File: config.mk
export PLATFORM = sky130hd
export DESIGN_NAME = serial_twos_comp_array
export DESIGN_NICKNAME = d
export VERILOG_FILES = /design/src/rtl/serial_cplx_pkg.sv /design/src/rtl/serial_neg_lane.sv /design/src/rtl/serial_twos_comp_array.sv
export SDC_FILE = /design/constraint.sdc
export NUM_CORES = 1
export LEC_CHECK = 0
export CORE_MARGIN = 10
export CORE_UTILIZATION = 55
export DETAILED_ROUTE_END_ITERATION = 16
export GPL_TIMING_DRIVEN = 0
export HOLD_SLACK_MARGIN = 0.12
export PLACE_DENSITY = 0.79
export SLEW_MARGIN = 10
export SYNTH_ARGS = -nofsm -noshare
export SYNTH_HDL_FRONTEND = slang
export SYNTH_SLANG_ARGS = --single-unit
File: constraint.sdc
create_clock -name clock -period 2 [get_ports clock]
set_input_delay 0.2 -clock clock [delete_from_list [all_inputs] [get_ports clock]]
set_output_delay 0.2 -clock clock [all_outputs]
set_load 0.005 [all_outputs]
File: src/rtl/serial_cplx_pkg.sv
// Shared constants and helpers for the bit-serial complement datapath.
package serial_cplx_pkg;

  localparam logic [1:0] MODE_PASS = 2'd0;
  localparam logic [1:0] MODE_NEG  = 2'd1;
  localparam logic [1:0] MODE_ABS  = 2'd2;

  localparam int unsigned MAX_W = 64;

  // Most-negative two's-complement pattern (1 followed by w-1 zeros).
  function automatic logic [MAX_W-1:0] most_neg(input int unsigned w);
    return MAX_W'(1) << (w - 1);
  endfunction

endpackage

File: src/rtl/serial_neg_lane.sv
// One channel: captures an LSB-first word, then replays it passed or negated.
module serial_neg_lane
  import serial_cplx_pkg::*;
#(
  parameter int unsigned W = 8
) (
  input  logic       i_clk,
  input  logic       i_rst_n,
  input  logic       i_beat,
  input  logic       i_load,
  input  logic       i_adv,
  input  logic       i_x,
  input  logic [1:0] i_mode,
  output logic       o_y,
  output logic       o_ovf
);

  logic [W-2:0] r_cap;
  logic [W-2:0] r_sh;
  logic         r_neg;
  logic         r_seen;
  logic         r_ovf;
  logic         r_y;
  logic [W-1:0] w_word;
  logic         w_neg;
  logic         w_bit;

  // Completed word as seen on the beat carrying its top bit.
  assign w_word = {i_x, r_cap};
  assign w_bit  = r_sh[0];

  always_comb begin
    w_neg = 1'b0;
    case (i_mode)
      MODE_NEG: w_neg = 1'b1;
      MODE_ABS: w_neg = i_x;
      default:  w_neg = 1'b0;
    endcase
  end

  always_ff @(posedge i_clk or negedge i_rst_n) begin
    if (!i_rst_n) begin
      r_cap <= '0;
    end else if (i_beat) begin
      r_cap <= w_word[W-1:1];
    end
  end

  // Bit 0 is always copied, so it goes straight out on the load edge.
  always_ff @(posedge i_clk or negedge i_rst_n) begin
    if (!i_rst_n) begin
      r_sh   <= '0;
      r_neg  <= 1'b0;
      r_seen <= 1'b0;
      r_ovf  <= 1'b0;
      r_y    <= 1'b0;
    end else if (i_load) begin
      r_sh   <= w_word[W-1:1];
      r_neg  <= w_neg;
      r_seen <= w_word[0];
      r_ovf  <= w_neg & (w_word == W'(most_neg(W)));
      r_y    <= w_word[0];
    end else if (i_adv) begin
      r_sh   <= r_sh >> 1;
      r_seen <= r_seen | w_bit;
      r_y    <= w_bit ^ (r_neg & r_seen);
    end else begin
      r_y    <= 1'b0;
      r_ovf  <= 1'b0;
    end
  end

  assign o_y   = r_y;
  assign o_ovf = r_ovf;

endmodule

File: src/rtl/serial_twos_comp_array.sv
// Multi-channel bit-serial pass/negate/abs unit with word framing and overflow flags.
module serial_twos_comp_array
  import serial_cplx_pkg::*;
#(
  parameter int unsigned W  = 8,
  parameter int unsigned CH = 1
) (
  input  logic            clock,
  input  logic            reset_n,
  input  logic            in_valid,
  input  logic            sof,
  input  logic [CH-1:0]   x,
  input  logic [2*CH-1:0] mode,
  output logic [CH-1:0]   y,
  output logic            out_valid,
  output logic            out_sof,
  output logic [CH-1:0]   ovf
);

  localparam int unsigned BW = $clog2(W);
  localparam logic [BW-1:0] LAST = BW'(W - 1);

  logic [BW-1:0] r_bcnt;
  logic [BW-1:0] r_ocnt;
  logic          r_out_valid;
  logic          r_out_sof;
  logic [BW-1:0] w_idx;
  logic          w_load;
  logic          w_adv;

  // sof always restarts at bit 0, discarding any partial word.
  assign w_idx  = sof ? '0 : r_bcnt;
  assign w_load = in_valid & (w_idx == LAST);
  assign w_adv  = r_out_valid & (r_ocnt != LAST) & ~w_load;

  always_ff @(posedge clock or negedge reset_n) begin
    if (!reset_n) begin
      r_bcnt <= '0;
    end else if (in_valid) begin
      r_bcnt <= w_load ? '0 : w_idx + BW'(1);
    end
  end

  // Free-running output framing, restarted by each load.
  always_ff @(posedge clock or negedge reset_n) begin
    if (!reset_n) begin
      r_ocnt      <= '0;
      r_out_valid <= 1'b0;
      r_out_sof   <= 1'b0;
    end else begin
      r_out_sof <= w_load;
      if (w_load) begin
        r_ocnt      <= '0;
        r_out_valid <= 1'b1;
      end else if (r_out_valid) begin
        if (r_ocnt == LAST) begin
          r_out_valid <= 1'b0;
        end else begin
          r_ocnt <= r_ocnt + BW'(1);
        end
      end
    end
  end

  for (genvar g = 0; g < CH; g++) begin : g_lane
    serial_neg_lane #(
      .W(W)
    ) u_lane (
      .i_clk  (clock),
      .i_rst_n(reset_n),
      .i_beat (in_valid),
      .i_load (w_load),
      .i_adv  (w_adv),
      .i_x    (x[g]),
      .i_mode (mode[2*g +: 2]),
      .o_y    (y[g]),
      .o_ovf  (ovf[g])
    );
  end

  assign out_valid = r_out_valid;
  assign out_sof   = r_out_sof;

endmodule

==> impl_metrics.toml <==
[run_status]
status = "completed"

[final_layout]
fillers = 162
final_common_cell = "dfrtp_1"
syn_to_final_growth_pct = 14.63
drive_gt1_frac = 0.1695
instances_no_fill = 145
post-route-util = 0.6788
n_antenna_cell = 0
nets = 132
layout_common_cells = "dfrtp_1 (26), nand2_1 (13), clkdlybuf4s50_1 (9), mux2i_1 (8)"
final_cell_area_um2 = 1373

[global_routing]
grt_pass1_wl_mm = 3.436
antenna_found_initial = 0
grt_pass1_vias = 800
grt_max_degree = 27
globalRoute.totalOverflow = 0
grt_usage = 0.09836

[floorplanning]
ioPinCount = 11
die_h_um = 66.66
initial_core_util = 0.5922
fp.dieW_um = 66.66
rows = 16
die_area_um2 = 4444
coreArea_um2 = 2022

[timing]
finalCritPeriodShare = 0.8157
tightest_slew_ps = 558.9
finalSetupTns_ps = 0
final_max_slew_viol_count = 0
clock.fmax_mhz = 613.0
worst_clock_skew_ps = 10.07
maxSlewHeadroom = 0.6274
hold_viol_final = 0
layout_min_cycle_time_ps = 1631
rsz0062_at_grt = "false"
setup_violations = 0

[worst_setup_path]
slowest_stage = "dfrtp_1"
path_depth = 7
critPathBufInv = 2
cpLargestDelayFamily = "adder cells"
cpPeakStageDelay_ps = 400
path_cells = "nor2b_1 -> ha_1 -> ha_1 -> nand2_2 -> inv_1 -> buf_4 -> o31ai_2"
crit_arrival_ps = 1870
reg2regPathDepth = 7
cp_common_cell = "ha_1"
worstSetupPathType = "flop to flop"
start_kind = "flop"
cp-end-kind = "flop"
cp_max_fo = 10
worst_ep_required_time_ps = 2240

[clock_network]
clk_pin_slew_worst_paths_ps = 140
htreeDepth = 1
cts_inserted_buffers = 3
root_buffer = "clkbuf_4"
ctsResizeCount = 0
post_cts_buffers = 0
cts_tree = "done"
insertion_delay_ps = 330
cts_hold_buffers = 0
cts.sinks = 26
clk_path_buf_depth = 2

[logic_synthesis]
yosys_warnings = 0
synth_fa_ha_area_frac = 0.06270
synth-simple-area-share = 0.1108
ys_types = 26
ys_top_cells_by_area = "dfrtp_1 (54%), mux2i_1 (6.7%), mux2_2 (6.6%)"
synthCells = 103
synthMuxAreaShare = 0.1327
syn_avg_cell_area_um2 = 11.63
synth_top_family_by_area = "multiplexers"
yosysTopAreaCellShare = 0.5434
async_flop_share = 1.000
syn-cell-area_um2 = 1197
ys.flop_type = "dfrtp_1"
synth_edf_count = 0
synth_top_area_cell = "dfrtp_1"
synth_seq_area_share = 0.5434
synth_compound_area_frac = 0.07628
syn_nets = 116
ys_ff_latch = 26
synthXorXnorAreaFrac = 0.01463

[power_and_ir_drop]
total_power_uw = 1171
peakVddDrop_v = 0.0007836
p_leak_uw = 0.0006722
power.density_nw_per_um2 = 853.2

[detailed_routing]
wl_met2_um = 957
route.vias.total = 764
routed_wl_mm = 1.940
top_layer_used = "met4"
drt_first_pass_iters = 4
ant_nets = 0
wl_met1_um = 882
wl_per_cell_um = 13.38
drt_iter0_markers = 17
wl_met3_um = 74
drc = 0
viasPerCell = 5.269

[job]
drv_cap = 0

[place]
gp_congestion = 0.7541
dp_hpwl_mm = 1.465
placed_area_um2 = 1331
dp_cells = 140
portBuffers = 10

[min_path]
hold_class = "primary input to asynchronous set/reset pin"
final timing paths:
| check | from | to | slack (ps) |
|---|---|---|---|
| worst max-delay path | r_bcnt[0] | g_lane[0].u_lane.o_y | 370 |
| min in group clock | x | g_lane[0].u_lane.r_sh[6] | 510 |
| max in group asynchronous | reset_n | r_ocnt[2] | 1250 |
| worst max register to register | r_bcnt[0] | g_lane[0].u_lane.o_y | 370 |
| worst min-delay path | reset_n | out_valid | 370 |
| worst min register to register | g_lane[0].u_lane.r_neg | g_lane[0].u_lane.r_neg | 520 |
logic make-up (layout without fill, tap and decap cells):
family | count (synthesis) | in the layout
flip-flops | 26 | 26
multiplexers | 15 | 15
AO/OA/AOI/OAI | 15 | 15
XOR/XNOR | 2 | 2
adder cells (fa/ha/maj) | 6 | 6
AND/OR/NAND/NOR | 28 | 28
buffers and inverters | 11 | 26
flip-flops by register name (all words and copies together) (netlist names), 3 cells and up:
| register | flops |
|---|---|
| r_ocnt | 3 |
| g_lane.u_lane.r_cap | 7 |
| r_bcnt | 3 |
| g_lane.u_lane.r_sh | 7 |
power by group:
part           switching (uW)  internal [uW]  total, uW
Combinational            91.3            118        210
Sequential               71.6            623        695
Clock                     155            112        267
final cells by class:
type	count	area (um2)	area share
Buffer	5	48.80	0.03555
Clock buffer	4	36.28	0.02644
Inverter	6	22.52	0.01641
Multi-Input combinational cell	66	475.5	0.3464
Sequential cell	26	650.6	0.4740
Tap cell	27	33.78	0.02461
Timing Repair Buffer	11	105.1	0.07657
worst register-to-register path: cells and delay by family, from the launching register on:
family,cells,cell delay [ps]
AOI/OAI and AO/OA,1,230
buffers and inverters,2,250
DFF,1,400
and+or+nand+nor,2,260
adders and majority gates,2,420
through the flow:
stage	setup slack, ps	hold slack, ps
6_report	368.7	371.5
5_1_grt	253.0	431.8
3_3_place_gp	134.7	471.2
2_1_floorplan	519.0	-95.59
3_5_place_dp	105.4	487.7
4_1_cts	362.1	490.3
layer usage:
layer | vias up | global-route usage
li1 | 377 | -
met1 | 374 | 0.1075
met2 | 9 | 0.1671
met3 | 4 | 0.02676
met4 | 0 | 0.05497
met5 | - | 0
synthesized netlist by cell type, types with 2 or more instances:
| master | count |
|---|---|
| dfrtp_1 | 26 |
| nand2_1 | 13 |
| mux2i_1 | 8 |
| mux2_2 | 7 |
| nor2_1 | 7 |
| ha_1 | 6 |
| inv_1 | 6 |
| o21ai_0 | 6 |
| o21ai_1 | 3 |
| a21oi_1 | 2 |
| buf_2 | 2 |
| nor2b_1 | 2 |
| xor2_1 | 2 |
(Power assumes the default switching activity.)
